## src/rtl/reg_write_arbiter.sv

```systemverilog
// rtl/reg_write_arbiter.sv - round-robin write arbiter in front of a shared register
//
// Lets N_REQ requesters share one WIDTH-bit register. The arbiter picks one
// pending request while IDLE, then spends exactly one GRANT cycle presenting
// the captured data with a load strobe and a one-hot acknowledge.
//
// Optional feature: define REG_WRITE_ARBITER_WRCNT_EN to add a 16-bit
// wrapping count of completed writes on wr_cnt_o.
//
// Ports:
//   clk_i     in   1            clock, rising edge
//   rst_i     in   1            asynchronous active-high reset
//   req_i     in   N_REQ        per-requester write request, held until gnt_o
//   data_i    in   N_REQ*WIDTH  write data, requester k at [k*WIDTH +: WIDTH]
//   gnt_o     out  N_REQ        one-hot acknowledge, one cycle per write
//   load_o    out  1            load strobe to the shared register
//   d_o       out  WIDTH        data to the shared register
//   busy_o    out  1            high during the GRANT cycle
//   wr_cnt_o  out  16           completed writes (REG_WRITE_ARBITER_WRCNT_EN only)

module reg_write_arbiter #(
   parameter int WIDTH = 16,
   parameter int N_REQ = 4
) (
   input  logic                   clk_i,
   input  logic                   rst_i,
   input  logic [N_REQ-1:0]       req_i,
   input  logic [N_REQ*WIDTH-1:0] data_i,
   output logic [N_REQ-1:0]       gnt_o,
   output logic                   load_o,
   output logic [WIDTH-1:0]       d_o,
   output logic                   busy_o
`ifdef REG_WRITE_ARBITER_WRCNT_EN
   ,
   output logic [15:0]            wr_cnt_o
`endif
);

   localparam int PTR_W = $clog2(N_REQ);
   localparam logic [PTR_W:0] N_EXT = (PTR_W+1)'(N_REQ);

   generate
      if (N_REQ < 2 || N_REQ > 8) begin : g_bad_n_req
         $error("reg_write_arbiter: N_REQ must be in 2..8");
      end
   endgenerate

   typedef enum logic {
      IDLE,
      GRANT
   } state_t;

   state_t             state;
   logic [PTR_W-1:0]   ptr;       // highest-priority index for the next search
   logic [PTR_W-1:0]   win_idx;   // winner held through GRANT for the ptr update

   logic [2*N_REQ-1:0] req_dbl;
   logic [N_REQ-1:0]   req_rot;
   logic               win_found;
   logic [PTR_W:0]     win_off;
   logic [PTR_W-1:0]   win_sel;
   logic [WIDTH-1:0]   win_data;

   // (base + off) mod N_REQ; base < N_REQ and off <= N_REQ, so one
   // conditional subtract is enough.
   function automatic logic [PTR_W-1:0] wrap_add(input logic [PTR_W-1:0] base,
                                                 input logic [PTR_W:0]   off);
      logic [PTR_W:0] sum;
      sum = {1'b0, base} + off;
      if (sum >= N_EXT) begin
         sum = sum - N_EXT;
      end
      return sum[PTR_W-1:0];
   endfunction

   // Rotate the request vector so bit 0 corresponds to ptr; the lowest set
   // bit of the rotated vector is then the first requester at or above ptr
   // (with wrap). The loop runs downward so the lowest hit wins.
   always_comb begin
      req_dbl   = {req_i, req_i};
      req_rot   = req_dbl[ptr +: N_REQ];
      win_found = 1'b0;
      win_off   = '0;
      for (int i = N_REQ - 1; i >= 0; i--) begin
         if (req_rot[i]) begin
            win_found = 1'b1;
            win_off   = (PTR_W+1)'(i);
         end
      end
      win_sel  = wrap_add(ptr, win_off);
      win_data = '0;
      for (int k = 0; k < N_REQ; k++) begin
         if (win_sel == PTR_W'(k)) begin
            win_data = data_i[k*WIDTH +: WIDTH];
         end
      end
   end

   // Requests are only looked at in IDLE, so GRANT always lasts one cycle
   // and the best case is one write every two cycles. d_o is left alone
   // when returning to IDLE so it keeps the last captured value.
   always_ff @(posedge clk_i or posedge rst_i) begin
      if (rst_i) begin
         state   <= IDLE;
         ptr     <= '0;
         win_idx <= '0;
         gnt_o   <= '0;
         load_o  <= 1'b0;
         busy_o  <= 1'b0;
         d_o     <= '0;
      end else begin
         case (state)
            IDLE: begin
               if (win_found) begin
                  state   <= GRANT;
                  win_idx <= win_sel;
                  gnt_o   <= {{(N_REQ-1){1'b0}}, 1'b1} << win_sel;
                  load_o  <= 1'b1;
                  busy_o  <= 1'b1;
                  d_o     <= win_data;
               end
            end
            GRANT: begin
               state  <= IDLE;
               ptr    <= wrap_add(win_idx, (PTR_W+1)'(1));
               gnt_o  <= '0;
               load_o <= 1'b0;
               busy_o <= 1'b0;
            end
         endcase
      end
   end

`ifdef REG_WRITE_ARBITER_WRCNT_EN
   // Counted on the edge that completes GRANT, so a write aborted by reset
   // is not counted.
   always_ff @(posedge clk_i or posedge rst_i) begin
      if (rst_i) begin
         wr_cnt_o <= '0;
      end else if (state == GRANT) begin
         wr_cnt_o <= wr_cnt_o + 16'd1;
      end
   end
`endif

endmodule

```

## config.mk

```make
export PLATFORM = sky130hd
export DESIGN_NAME = reg_write_arbiter
export DESIGN_NICKNAME = d
export VERILOG_FILES = /design/src/rtl/reg_write_arbiter.sv
export SDC_FILE = /design/constraint.sdc
export NUM_CORES = 1
export LEC_CHECK = 0
export CAP_MARGIN = 20
export CORE_MARGIN = 2
export CORE_UTILIZATION = 47
export DETAILED_ROUTE_END_ITERATION = 8
export GPL_TIMING_DRIVEN = 0
export PLACE_DENSITY = 0.85
export SETUP_SLACK_MARGIN = 0.3
export SYNTH_ARGS = -nofsm -noshare
export SYNTH_HDL_FRONTEND = slang
export SYNTH_SLANG_ARGS = --single-unit
export TNS_END_PERCENT = 1
```

## constraint.sdc

```tcl
create_clock -name clk_i -period 6.8 [get_ports clk_i]
set_input_delay 1.36 -clock clk_i [delete_from_list [all_inputs] [get_ports clk_i]]
set_output_delay 1.36 -clock clk_i [all_outputs]
set_load 0.01 [all_outputs]
```

* Word-level counts from Yosys, hierarchy flattened
Cells that the tools add are included.
** Word-level totals
- Logic and storage cells :: 41
- Output and inout port bits :: 22
- Register bits after elaboration :: 26
- Bits of input ports :: 70
** Cells by class
- Mux-type cells :: 20
- Reduce and logical (&&, ||, !) cells :: 2
- Order comparisons :: 2
- Shifts and indexed selects :: 2
- Bitwise gates (word level) :: 1
- Equality and inequality tests :: 4
- Add/subtract/negate cells :: 4
** Operators with widths (number)
- 16-bit two-way mux :: 4
- 3-bit two-way mux :: 3
- 4-bit case mux with 2 select lines :: 1
- 8-bit by 3-bit variable part select with 4-bit output :: 1
- 3-bit greater-or-equal comparator (second input constant) :: 2
- 1-bit two-way mux :: 6
- 2-bit two-way mux :: 3
- 2-bit equality test (second input constant) :: 2
- 4-bit two-way mux :: 1
- 1-bit case mux with 2 select lines :: 2
- 1-bit by 2-bit left shift with 4-bit output (first input constant) :: 1
- 2-bit by 1-bit subtractor with 2-bit output (second input constant) :: 2
- 2-bit by 1-bit adder with 3-bit output (second input constant) :: 1
- 2-bit by 3-bit adder with 3-bit output :: 1
- 2-bit by 1-bit equality test with 1-bit output (second input constant) :: 1
- 2-bit logical NOT :: 1
- 2-bit inequality test (second input constant) :: 1
- 2-bit AND reduction :: 1
- 1-bit inverter :: 1

* Longest topological paths before layout
Gate-level depths: netlist of the first run.
- Word-level depth :: 13
- Depth in mapped cells :: 11
- Mapped depth without buffers :: 9

* Least setup slack after synthesis of the first run
No wires, ideal clock.
- Path kind :: input to register
- From :: in req_i[0]
- To :: reg d_o[0]
- Setup time :: 0.128 ns
- Slack :: 3.340 ns
- Buffers on the path :: 2
- Arrival :: 3.331 ns
- Stages on the path :: 9
- Cell sequence :: buf_6 or4_2 o2111ai_1 ha_1 xor2_1 clkbuf_1 nor3_1 mux2i_1 nand3_1
** Between the ends
- Cells in the longest elaborated chain, start to end :: 13
- Elaborated cells between the ends (all ways) :: 22
** RTL lines
- from (decl) :: RTL line 27 : input logic [N_REQ-1:0] req_i,
- 8-bit by 3-bit variable part select with 4-bit output (*) :: RTL line 81 : req_rot = req_dbl[ptr +: N_REQ];
- 2-bit two-way mux :: RTL line 85 : if (req_rot[i]) begin
- 3-bit two-way mux (3 in a row) :: RTL line 85
- 2-bit by 3-bit adder with 3-bit output :: RTL line 69 : sum = {1'b0, base} + off;
- 3-bit greater-or-equal comparator or 2-bit by 1-bit subtractor with 2-bit output (tied branches) :: RTL line 70, 71
- 2-bit two-way mux :: RTL line 70 : if (sum >= N_EXT) begin
- 2-bit logical NOT :: RTL line 93 : if (win_sel == PTR_W'(k)) begin
- 16-bit two-way mux (4 in a row) :: RTL line 93
- to (signal assigned) :: RTL line 120 : d_o <= win_data;
- to (decl) :: RTL line 31 : output logic [WIDTH-1:0] d_o,
Every way passes the cells marked *; elsewhere a longest branch is shown, timed or not.
A chain may end at the register's enable or synchronous reset.

* Final worst setup path of the first run
- From :: in req_i[1]
- To :: reg d_o[2]
Same word-level chain as after synthesis.

==> results of run 1 <==
==> state kept, by name, summed over array words and instances (netlist names) <==
signal	flops
busy_o	1
d_o	16
gnt_o	4
ptr	2
state	1
win_idx	2
==> final cells by class <==
type	count	area share
plain buffers	26	0.0523
clock buffers	3	0.0123
clock inverters	1	0.00897
inverters	5	0.00561
multi-input cells	205	0.429
flip-flops and latches	26	0.194
well taps	54	0.0202
repair buffers	91	0.277
==> path summary, 6_finish.rpt <==
path / cells past startpoint / endpoint / startpoint / slack (ns)
setup / recovery: 10 / d_o[2]$_DFFE_PP0P_ / req_i[1] / 2.70
hold / removal: 2 / gnt_o[2]$_DFFE_PP0P_ / gnt_o[2]$_DFFE_PP0P_ / 0.50
setup reg to reg: 8 / d_o[2]$_DFFE_PP0P_ / ptr[0]$_DFFE_PP0P_ / 3.89
hold reg to reg: 2 / gnt_o[2]$_DFFE_PP0P_ / gnt_o[2]$_DFFE_PP0P_ / 0.50
max in group asynchronous: 3 / d_o[9]$_DFFE_PP0P_ / rst_i / 5.12
min in group asynchronous: 2 / d_o[2]$_DFFE_PP0P_ / rst_i / 1.29
==> worst reg2reg max path, cell delays in order (launching register included) <==
cell and delay (ns):
dfrtp_1 0.47, or4_2 0.69, o2111ai_1 0.10, ha_1 0.31
xor2_1 0.38, clkbuf_1 0.43, nor3_1 0.13, mux2i_1 0.19
nand3_1 0.10
==> power groups by stage <==
stage	registers [mW]	logic, mW	clock network, mW
2_1_floorplan	0.292	0.786	0
3_3_place_gp	0.272	1.11	0
3_5_place_dp	0.274	1.14	0
4_1_cts	0.271	1.15	0.133
5_1_grt	0.280	1.25	0.142
6_report	0.273	1.16	0.134
==> layout by cell type (no fill, tap or decap), types with 2 or more instances in the layout <==
cell type | netlist | layout
clkbuf_8 | 0 | 3
nand2_1 | 23 | 23
clkdlybuf4s50_1 | 0 | 90
buf_2 | 5 | 5
inv_1 | 5 | 5
nor2_1 | 11 | 11
nand3_1 | 16 | 16
o21ai_1 | 2 | 2
clkbuf_1 | 12 | 12
or2_1 | 2 | 2
buf_6 | 6 | 6
mux2i_1 | 65 | 65
dfrtp_1 | 26 | 26
nor3_1 | 65 | 65
buf_8 | 2 | 2
==> layer usage <==
metal  GRT usage  wire length (um)
met2       0.431              3390
met1       0.335              2790
met4      0.0606                55
met3      0.0494               489
met5           0                 0
==> logic make-up (layout without fill, tap and decap cells) <==
logic type,Yosys count,after routing
AOI/OAI and AO/OA,13,13
xor gates and xnor gates,4,4
DFF,26,26
buffers and inverters,31,126
adders and majority gates,1,1
and+or+nand+nor,122,122
muxes,65,65
==> through the flow <==
| step | area (um2) | utilization | hold slack [ns] |
|---|---|---|---|
| CTS | 3320 | 0.707 | 0.511 |
| detailed placement | 3250 | 0.692 | 0.486 |
| finish | 3350 | 0.713 | 0.502 |
| floorplan | 2280 | - | 0.470 |
| global placement | 3250 | 0.692 | 0.470 |
| global route | 3350 | 0.713 | 0.523 |
==> metrics.cfg, run 1 <==
[worst_setup_path]
cp_max_fo = 10
path_cells = clkdlybuf4s50_1, nor2_1, or4_2, o2111ai_1, ha_1, xor2_1, clkbuf_1, nor3_1, mux2i_1, nand3_1
critical_path_arrival_ns = 4.27
critPathMaxStageDelay_ns = 0.62
crit_required_ns = 6.97
critPathBufInv = 2
crit_type = in2reg
cp-start-kind = input port
cp_top_family = buffers and inverters
cpMaxStageDelayCell = clkdlybuf4s50_1
end_kind = flip-flop

[power_and_ir_drop]
power.ir.vdd_worst_v = 0.000275
clkPwrFrac = 0.086
p_sw_mw = 0.731
p_comb_frac = 0.740
seq_power_share = 0.174
p_leak_nw = 1.56
total_power_mw = 1.56
cell_internal_pwr_mw = 0.833
swShare = 0.467
p_per_area_mw_per_mm2 = 467

[global_routing]
grt_antenna_before_repair = 0
grt_max_degree = 27
grt_first_pass_wirelength_mm = 10.8
grt_pass1_vias = 2320
gr-usage-all-layers = 0.255
gr-total-overflow = 0

[timing]
setup_tns_ns = 0
drv_slew = 0
fin_crit_ns = 4.10
maxSlewHeadroom = 0.570
setup_violations = 0
worst_pin_slew_ns = 0.646
rsz0062_at_grt = false
max_freq_ghz = 0.244
timing.final.crit_share = 0.603
hold_violations = 0
final.setup.worst_slack_ns = 2.70
clock_skew_ns = 0.00454

[synth]
synth_mux_area_frac = 0.285
synth_commonest_cells = mux2i_1, nor3_1, dfrtp_1, nand2_1, nand3_1
yosys.area_share.xor_xnor = 0.0269
ys_warn_count = 0
synthDistinctLibCells = 35
yosys.area_share.simple = 0.256
syn-num-nets = 333
synthArstFlopShare = 1.00
yosysTopAreaCell = dfrtp_1
synth_cells = 262
seq_area_frac_synth = 0.285
synth_flop_cell = dfrtp_1
synth.avg_cell_area_um2 = 8.70
synth-seq-cells = 26
synth_top_family_by_area = multiplexers
synth_edf_count = 0
netlist_area_mm2 = 0.00228
synth_compound_area_frac = 0.0554
synth_top_area_frac = 0.285
synthAdderAreaFrac = 0.00549
synth_top_cells_by_area = dfrtp_1, mux2i_1, nor3_1, nand2_1, nand3_1

[cells_and_area]
fillers = 373
antennaDiodeCount = 0
fin_nets = 429
fin_cells = 411
drive_gt1_frac = 0.0756
seq_area_um2 = 651
syn2layout_area_growth_pct = 46.8
multi_input_area_mm2 = 0.00144

[clock_network]
cts_resized = 0
worstSkewPairLatency_ns = 0.28
clk_pin_slew_ns = 0.10
post_cts_buffers = 0
clock_path_buffers = 2
cts_buffers = 3
cts_tree = done
cts_sinks = 26
root_buffer = clkbuf_8
cts_hold_buf = 0
htreeDepth = 1

[route]
drc_errors = 0
ant_nets = 0
avgRoutedWirePerCell_um = 16.4
vias = 2362
vias_per_cell = 5.75
drt_first_pass_iters = 4
drt_first_iter_violations = 144
wirelength_mm = 6.73

[die]
start_util = 0.486
core_area_mm2 = 0.00469
dieArea_mm2 = 0.00542
io_pins = 92
core.rowCount = 25
fp.dieH_um = 73.6
die_w_um = 73.6

[min_path]
hold_class = reg2reg

[placed_design]
place_congestion = 0.811
dp_cells = 406
preCtsSetupSlack_ns = 2.44
dp_hpwl_mm = 5.05
numPortBuffers = 90

[outcome]
outcome = completed

[flow_run]
max_cap_viol_count = 0

No activity file was read; power rests on OpenSTA's default activity.
==> inputs of run 2 (changes only) <==
--- a/config.mk
+++ b/config.mk
@@ -7,10 +7,10 @@
 export LEC_CHECK = 0
 export CAP_MARGIN = 20
 export CORE_MARGIN = 2
-export CORE_UTILIZATION = 47
+export CORE_UTILIZATION = 44
 export DETAILED_ROUTE_END_ITERATION = 8
 export GPL_TIMING_DRIVEN = 0
-export PLACE_DENSITY = 0.85
+export PLACE_DENSITY = 0.8
 export SETUP_SLACK_MARGIN = 0.3
 export SYNTH_ARGS = -nofsm -noshare
 export SYNTH_HDL_FRONTEND = slang
==> constraint.sdc (replaced) <==
create_clock -name clk_i -period 4.2 [get_ports clk_i]
set_input_delay 0.84 -clock clk_i [delete_from_list [all_inputs] [get_ports clk_i]]
set_output_delay 0.84 -clock clk_i [all_outputs]
set_load 0.01 [all_outputs]
==> metrics.cfg, run 2 (synthesis results as in run 1) <==
[route]
ant_nets = 0  ; unchanged
wirelength_mm = 6.43  ; was 6.73 mm
drt_first_pass_iters = 6  ; was 4
avgRoutedWirePerCell_um = 15.1  ; was 16.4 um
drc_errors = 0  ; unchanged
vias = 2346  ; was 2,362
vias_per_cell = 5.49  ; was 5.75
drt_first_iter_violations = 143  ; was 144

[worst_setup_path]
reg2reg_slack_ns = 1.30  ; was 3.89 ns
critPathBufInv = 2  ; unchanged
critPathMaxStageDelay_ns = 0.62  ; about the same
cp_top_family = buffers and inverters  ; unchanged
r2r-end = d_o[15]$_DFFE_PP0P_  ; was d_o[2]$_DFFE_PP0P_
r2r_cells = 8  ; unchanged
cp-start-kind = input port  ; unchanged
r2r-start = ptr[0]$_DFFE_PP0P_  ; unchanged
cp_max_fo = 10  ; unchanged
critPathCapture = d_o[15]$_DFFE_PP0P_  ; was d_o[2]$_DFFE_PP0P_
cpMaxStageDelayCell = clkdlybuf4s50_1  ; unchanged
crit_cells = 10  ; unchanged
path_cells = clkdlybuf4s50_1, nor2_1, or4_2, o2111ai_1, ha_1, xor2_1, clkbuf_1, nor3_1, mux2i_1, nand3_1  ; unchanged
critical_path_arrival_ns = 3.72  ; was 4.27 ns
crit_required_ns = 4.36  ; was 6.97 ns
cp-startpoint = req_i[1]  ; unchanged
crit_type = in2reg  ; unchanged
end_kind = flip-flop  ; unchanged

[clock_network]
cts_tree = done  ; unchanged
cts_buffers = 3  ; unchanged
root_buffer = clkbuf_8  ; unchanged
htreeDepth = 1  ; unchanged
cts_hold_buf = 0  ; unchanged
post_cts_buffers = 0  ; unchanged
cts_resized = 0  ; unchanged
worstSkewPairLatency_ns = 0.28  ; about the same
clock_path_buffers = 2  ; unchanged
clk_pin_slew_ns = 0.09  ; was 0.10 ns
cts_sinks = 26  ; unchanged

[cells_and_area]
top_regs = d_o: 16 flops, gnt_o: 4 flops  ; unchanged
syn2layout_area_growth_pct = 47.7  ; was 46.8%
mostFrequentLayoutCell = clkdlybuf4s50_1  ; unchanged
final_cell_mix = clkdlybuf4s50_1, mux2i_1, nor3_1  ; unchanged
regMostFlops = d_o  ; unchanged
antennaDiodeCount = 0  ; unchanged
drive_gt1_frac = 0.0756  ; unchanged
fin_nets = 429  ; unchanged
fillers = 402  ; was 373
fin_cells = 427  ; was 411
fin_util = 0.668  ; was 0.713
largest_register_ff_count = 16  ; unchanged

[timing]
hold_violations = 0  ; unchanged
clock_skew_ns = 0.00496  ; was 0.00454 ns
setup_tns_ns = 0  ; unchanged
drv_slew = 0  ; unchanged
setup_violations = 0  ; unchanged
worst_pin_slew_ns = 0.583  ; was 0.646 ns
holdWs_ns = 0.497  ; was 0.502 ns
max_freq_ghz = 0.281
rsz0062_at_grt = false  ; unchanged
fin_crit_ns = 3.56
maxSlewHeadroom = 0.611  ; was 0.570
timing.final.crit_share = 0.849

[global_routing]
gr-total-overflow = 0  ; unchanged
grt_pass1_vias = 2387  ; was 2,320
grt_first_pass_wirelength_mm = 10.9  ; was 10.8 mm
grt_antenna_before_repair = 0  ; unchanged
grt_max_degree = 27  ; unchanged
gr-usage-all-layers = 0.226  ; was 0.255

[placed_design]
dp_hpwl_mm = 4.90  ; was 5.05 mm
numPortBuffers = 90  ; unchanged
dp_cells = 422  ; was 406
place_congestion = 0.795  ; was 0.811

[power_and_ir_drop]
seq_power_share = 0.175  ; was 0.174
cell_internal_pwr_mw = 1.35  ; was 0.833 mW
total_power_mw = 2.52  ; was 1.56 mW
p_sw_mw = 1.17  ; was 0.731 mW
p_leak_nw = 1.56  ; unchanged
swShare = 0.464  ; was 0.467
p_per_area_mw_per_mm2 = 747  ; was 467 mW/mm2
p_comb_frac = 0.740  ; about the same
clkPwrFrac = 0.085  ; was 0.086
power.ir.vdd_worst_v = 0.000359  ; was 0.000275 V

[min_path]
hold_class = reg2reg  ; unchanged

[die]
dieArea_mm2 = 0.00577  ; was 0.00542 mm2
start_util = 0.452  ; was 0.486
fp.dieH_um = 76.0  ; was 73.6 um
io_pins = 92  ; unchanged
core.rowCount = 26  ; was 25
core_area_mm2 = 0.00504  ; was 0.00469 mm2
die_w_um = 76.0  ; was 73.6 um

[flow_run]
max_cap_viol_count = 0  ; unchanged

[outcome]
outcome = completed  ; unchanged

## run 2: cell counts in the layout (fill, tap and decap cells not counted)
Identical to the previous run, type by type.
## run 2: power groups by stage
stage | combinational (mW) | clock [mW] | sequential, mW
2_1_floorplan | 1.27 | 0 | 0.473
3_3_place_gp | 1.80 | 0 | 0.441
3_5_place_dp | 1.85 | 0 | 0.443
4_1_cts | 1.86 | 0.215 | 0.440
5_1_grt | 2.02 | 0.224 | 0.456
6_report | 1.86 | 0.214 | 0.441
## run 2: cell type report
| class | instances | area [um2] | area share |
|---|---|---|---|
| Buffer | 26 | 175 | 0.0520 |
| Clock buffer | 3 | 41.3 | 0.0123 |
| Clock inverter | 1 | 30.0 | 0.00892 |
| Inverter | 5 | 18.8 | 0.00557 |
| Multi-Input combinational cell | 205 | 1440 | 0.426 |
| Sequential cell | 26 | 651 | 0.193 |
| Tap cell | 70 | 87.6 | 0.0260 |
| Timing Repair Buffer | 91 | 928 | 0.276 |
## run 2: metrics by stage
stage / cell area, um2 / setup WS (ns)
finish: 3370 / 0.636
CTS: 3340 / 0.631
global route: 3370 / 0.427
detailed placement: 3270 / 0.345
floorplan: 2280 / 1.26
global placement: 3270 / 0.379
## run 2: how the worst min path moves through the flow
stage,from,endpoint,slack [ns],depth (start not counted)
2_1_floorplan,win_idx[0]$_DFFE_PP0P_,ptr[0]$_DFFE_PP0P_,0.47,1
3_3_place_gp,gnt_o[2]$_DFFE_PP0P_,gnt_o[2]$_DFFE_PP0P_,0.47,2
3_5_place_dp,d_o[12]$_DFFE_PP0P_,d_o[12]$_DFFE_PP0P_,0.48,2
4_1_cts,gnt_o[2]$_DFFE_PP0P_,gnt_o[2]$_DFFE_PP0P_,0.50,2
5_1_grt,d_o[9]$_DFFE_PP0P_,d_o[9]$_DFFE_PP0P_,0.54,2
6_report,gnt_o[2]$_DFFE_PP0P_,gnt_o[2]$_DFFE_PP0P_,0.50,2
## run 2: worst register-to-register path, cell delays in order, from the launching register on
cell,delay (ns)
dfrtp_1,0.47
or4_2,0.68
o2111ai_1,0.10
ha_1,0.31
xor2_1,0.37
clkbuf_1,0.46
nor3_1,0.12
mux2i_1,0.17
nand3_1,0.10
## run 2: routing by layer
layer	part of all wire	global-route usage	vias to the layer above
li1	-	-	1132
met1	0.41	0.279	1109
met4	0.011	0.0618	0
met2	0.51	0.405	97
met3	0.075	0.0403	8
met5	0	0	-
==> inputs of run 3 (changes only) <==
--- a/config.mk
+++ b/config.mk
@@ -7,10 +7,10 @@
 export LEC_CHECK = 0
 export CAP_MARGIN = 20
 export CORE_MARGIN = 2
-export CORE_UTILIZATION = 44
+export CORE_UTILIZATION = 40
 export DETAILED_ROUTE_END_ITERATION = 8
 export GPL_TIMING_DRIVEN = 0
-export PLACE_DENSITY = 0.8
+export PLACE_DENSITY = 0.77
 export SETUP_SLACK_MARGIN = 0.3
 export SYNTH_ARGS = -nofsm -noshare
 export SYNTH_HDL_FRONTEND = slang
==> constraint.sdc (replaced) <==
create_clock -name clk_i -period 3.25 [get_ports clk_i]
set_input_delay 0.65 -clock clk_i [delete_from_list [all_inputs] [get_ports clk_i]]
set_output_delay 0.65 -clock clk_i [all_outputs]
set_load 0.01 [all_outputs]
==> metrics.cfg, run 3 (synthesis results as in run 1) <==
[outcome]
outcome = completed  ; unchanged

[global_routing]
met3_usage = 0.0317  ; was 0.0403
grt_antenna_before_repair = 0  ; unchanged
use_met1 = 0.279  ; about the same
grt_first_pass_wirelength_mm = 10.6  ; was 10.9 mm
gr-usage-all-layers = 0.211  ; was 0.226
grt-busiest-layer = met2  ; unchanged
use_met2 = 0.360  ; was 0.405
grt_pass1_vias = 2242  ; was 2,387
grt_max_degree = 27  ; unchanged
gr-total-overflow = 0  ; unchanged

[route]
drt_first_pass_iters = 4  ; was 6
avgRoutedWirePerCell_um = 15.4  ; was 15.1 um
vias_per_cell = 5.31  ; was 5.49
vias = 2280  ; was 2,346
ant_nets = 0  ; unchanged
wirelength_mm = 6.62  ; was 6.43 mm
drc_errors = 0  ; unchanged
drt_first_iter_violations = 144  ; was 143

[worst_setup_path]
crit_required_ns = 3.42  ; was 4.36 ns
crit_type = in2reg  ; unchanged
path_cells = dlygate4sd2_1, or4_2, o2111ai_1, ha_2, buf_8, buf_4, mux2i_1, nor3_1, mux2i_1, nand3_1  ; was clkdlybuf4s50_1, nor2_1, or4_2, o2111ai_1, ha_1, xor2_1, clkbuf_1, nor3_1, mux2i_1, nand3_1
cpMaxStageDelayCell = or4_2  ; was clkdlybuf4s50_1
end_kind = flip-flop  ; unchanged
cpMostUsedCell = mux2i_1
cp-start-kind = input port  ; unchanged
cp_max_fo = 10  ; unchanged
critPathBufInv = 3  ; was 2
critPathMaxStageDelay_ns = 0.66  ; was 0.62 ns
cp_top_family = simple AND/OR/NAND/NOR gates  ; was buffers and inverters
critical_path_arrival_ns = 2.98  ; was 3.72 ns

[timing]
holdWs_ns = 0.507  ; was 0.497 ns
clock_skew_ns = 0.00165  ; was 0.00496 ns
maxSlewHeadroom = 0.638  ; was 0.611
timing.final.crit_share = 0.867
hold_violations = 0  ; unchanged
final.setup.worst_slack_ns = 0.433  ; was 0.636 ns
drv_slew = 0  ; unchanged
worst_pin_slew_ns = 0.543  ; was 0.583 ns
fin_crit_ns = 2.82
setup_violations = 0  ; unchanged
rsz0062_at_grt = true  ; was false
max_freq_ghz = 0.355

[cells_and_area]
fin_nets = 429  ; unchanged
final_cell_mix = clkdlybuf4s50_1, nor3_1, mux2i_1  ; was clkdlybuf4s50_1, mux2i_1, nor3_1
fin_util = 0.618  ; was 0.668
design_area_mm2 = 0.00340  ; was 0.00337 mm2
largest_register_ff_count = 16  ; unchanged
antennaDiodeCount = 0  ; unchanged
syn2layout_area_growth_pct = 49.3  ; was 47.7%
drive_gt1_frac = 0.106  ; was 0.0756
regMostFlops = d_o  ; unchanged
top_regs = d_o: 16 flops, gnt_o: 4 flops  ; unchanged
mostFrequentLayoutCell = clkdlybuf4s50_1  ; unchanged

[placed_design]
post_dp_cell_area_mm2 = 0.00327  ; about the same
preCtsSetupSlack_ns = -0.371  ; was 0.345 ns
place_congestion = 0.830  ; was 0.795
numPortBuffers = 90  ; unchanged
dp_hpwl_mm = 4.98  ; was 4.90 mm

[die]
io_pins = 92  ; unchanged
core.rowCount = 27  ; was 26
fp.dieH_um = 79.5  ; was 76.0 um
die_w_um = 79.5  ; was 76.0 um
dieArea_mm2 = 0.00632  ; was 0.00577 mm2
core_area_mm2 = 0.00551  ; was 0.00504 mm2
start_util = 0.414  ; was 0.452

[clock_network]
clock_path_buffers = 2  ; unchanged
htreeDepth = 1  ; unchanged
cts_buffers = 3  ; unchanged
clk_pin_slew_ns = 0.10  ; was 0.09 ns
cts_tree = done  ; unchanged
worstSkewPairLatency_ns = 0.28  ; about the same
cts_hold_buf = 0  ; unchanged
cts_sinks = 26  ; unchanged
root_buffer = clkbuf_8  ; unchanged

[power_and_ir_drop]
p_leak_nw = 1.58  ; was 1.56 nW
p_per_area_mw_per_mm2 = 976  ; was 747 mW/mm2
power.ir.vdd_worst_v = 0.000433  ; was 0.000359 V

[min_path]
hold_class = reg2reg  ; unchanged

[flow_run]
max_cap_viol_count = 0  ; unchanged

[run 3: worst reg2reg max path: cells and delay by family, from the launching register on]
kind            cells  cell delay (ns)
simple gates        3             0.86
fa+ha+maj           1             0.31
mux                 2             0.41
compound gates      1             0.10
buf+inv             2             0.35
flops               1             0.48
[run 3: layer usage]
| metal | vias up | share of wire | routed length [um] |
|---|---|---|---|
| li1 | 1137 | - | - |
| met1 | 1057 | 0.43 | 2830 |
| met2 | 81 | 0.50 | 3310 |
| met3 | 5 | 0.064 | 426 |
| met4 | 0 | 0.0071 | 47 |
| met5 | - | 0 | 0 |
[run 3: final cells by class]
| type | count | area (um2) |
|---|---|---|
| Buffer | 26 | 191 |
| Clock buffer | 3 | 41.3 |
| Clock inverter | 1 | 30.0 |
| Fill cell | 502 | 2100 |
| Inverter | 5 | 18.8 |
| Multi-Input combinational cell | 205 | 1460 |
| Sequential cell | 26 | 651 |
| Tap cell | 72 | 90.1 |
| Timing Repair Buffer | 91 | 921 |
[run 3: path summary, 6_finish.rpt]
path / slack, ns / to / cells past startpoint / start
min in group asynchronous: 0.58 / ptr[0]$_DFFE_PP0P_ / 2 / rst_i
max in group asynchronous: 2.27 / d_o[2]$_DFFE_PP0P_ / 3 / rst_i
setup reg to reg: 0.61 / d_o[11]$_DFFE_PP0P_ / 9 / ptr[0]$_DFFE_PP0P_
hold reg to reg: 0.51 / d_o[4]$_DFFE_PP0P_ / 2 / d_o[4]$_DFFE_PP0P_
setup / recovery: 0.43 / d_o[11]$_DFFE_PP0P_ / 10 / req_i[2]
hold / removal: 0.51 / d_o[4]$_DFFE_PP0P_ / 2 / d_o[4]$_DFFE_PP0P_
[run 3: metrics by stage]
stage,power [mW],TNS (ns),cells
floorplan,2.26,0,262
global placement,2.91,-4.99,424
detailed placement,2.94,-5.42,424
CTS,3.28,0,428
global route,3.57,0,429
finish,3.32,0,429
[run 3: what timing repair did]
item                       CTS  global route
cloned                       0             0
resized for setup           14             6
setup endpoints to repair   16            11
setup buffers                0             0
[run 3: report_power, final]
group          leakage (nW)  switching (mW)  internal [mW]  total [mW]
Clock                0.0357           0.116          0.165       0.281
Sequential            0.321          0.0944          0.474       0.569
Combinational          1.23            1.30           1.17        2.47
Total                  1.58            1.51           1.81        3.32
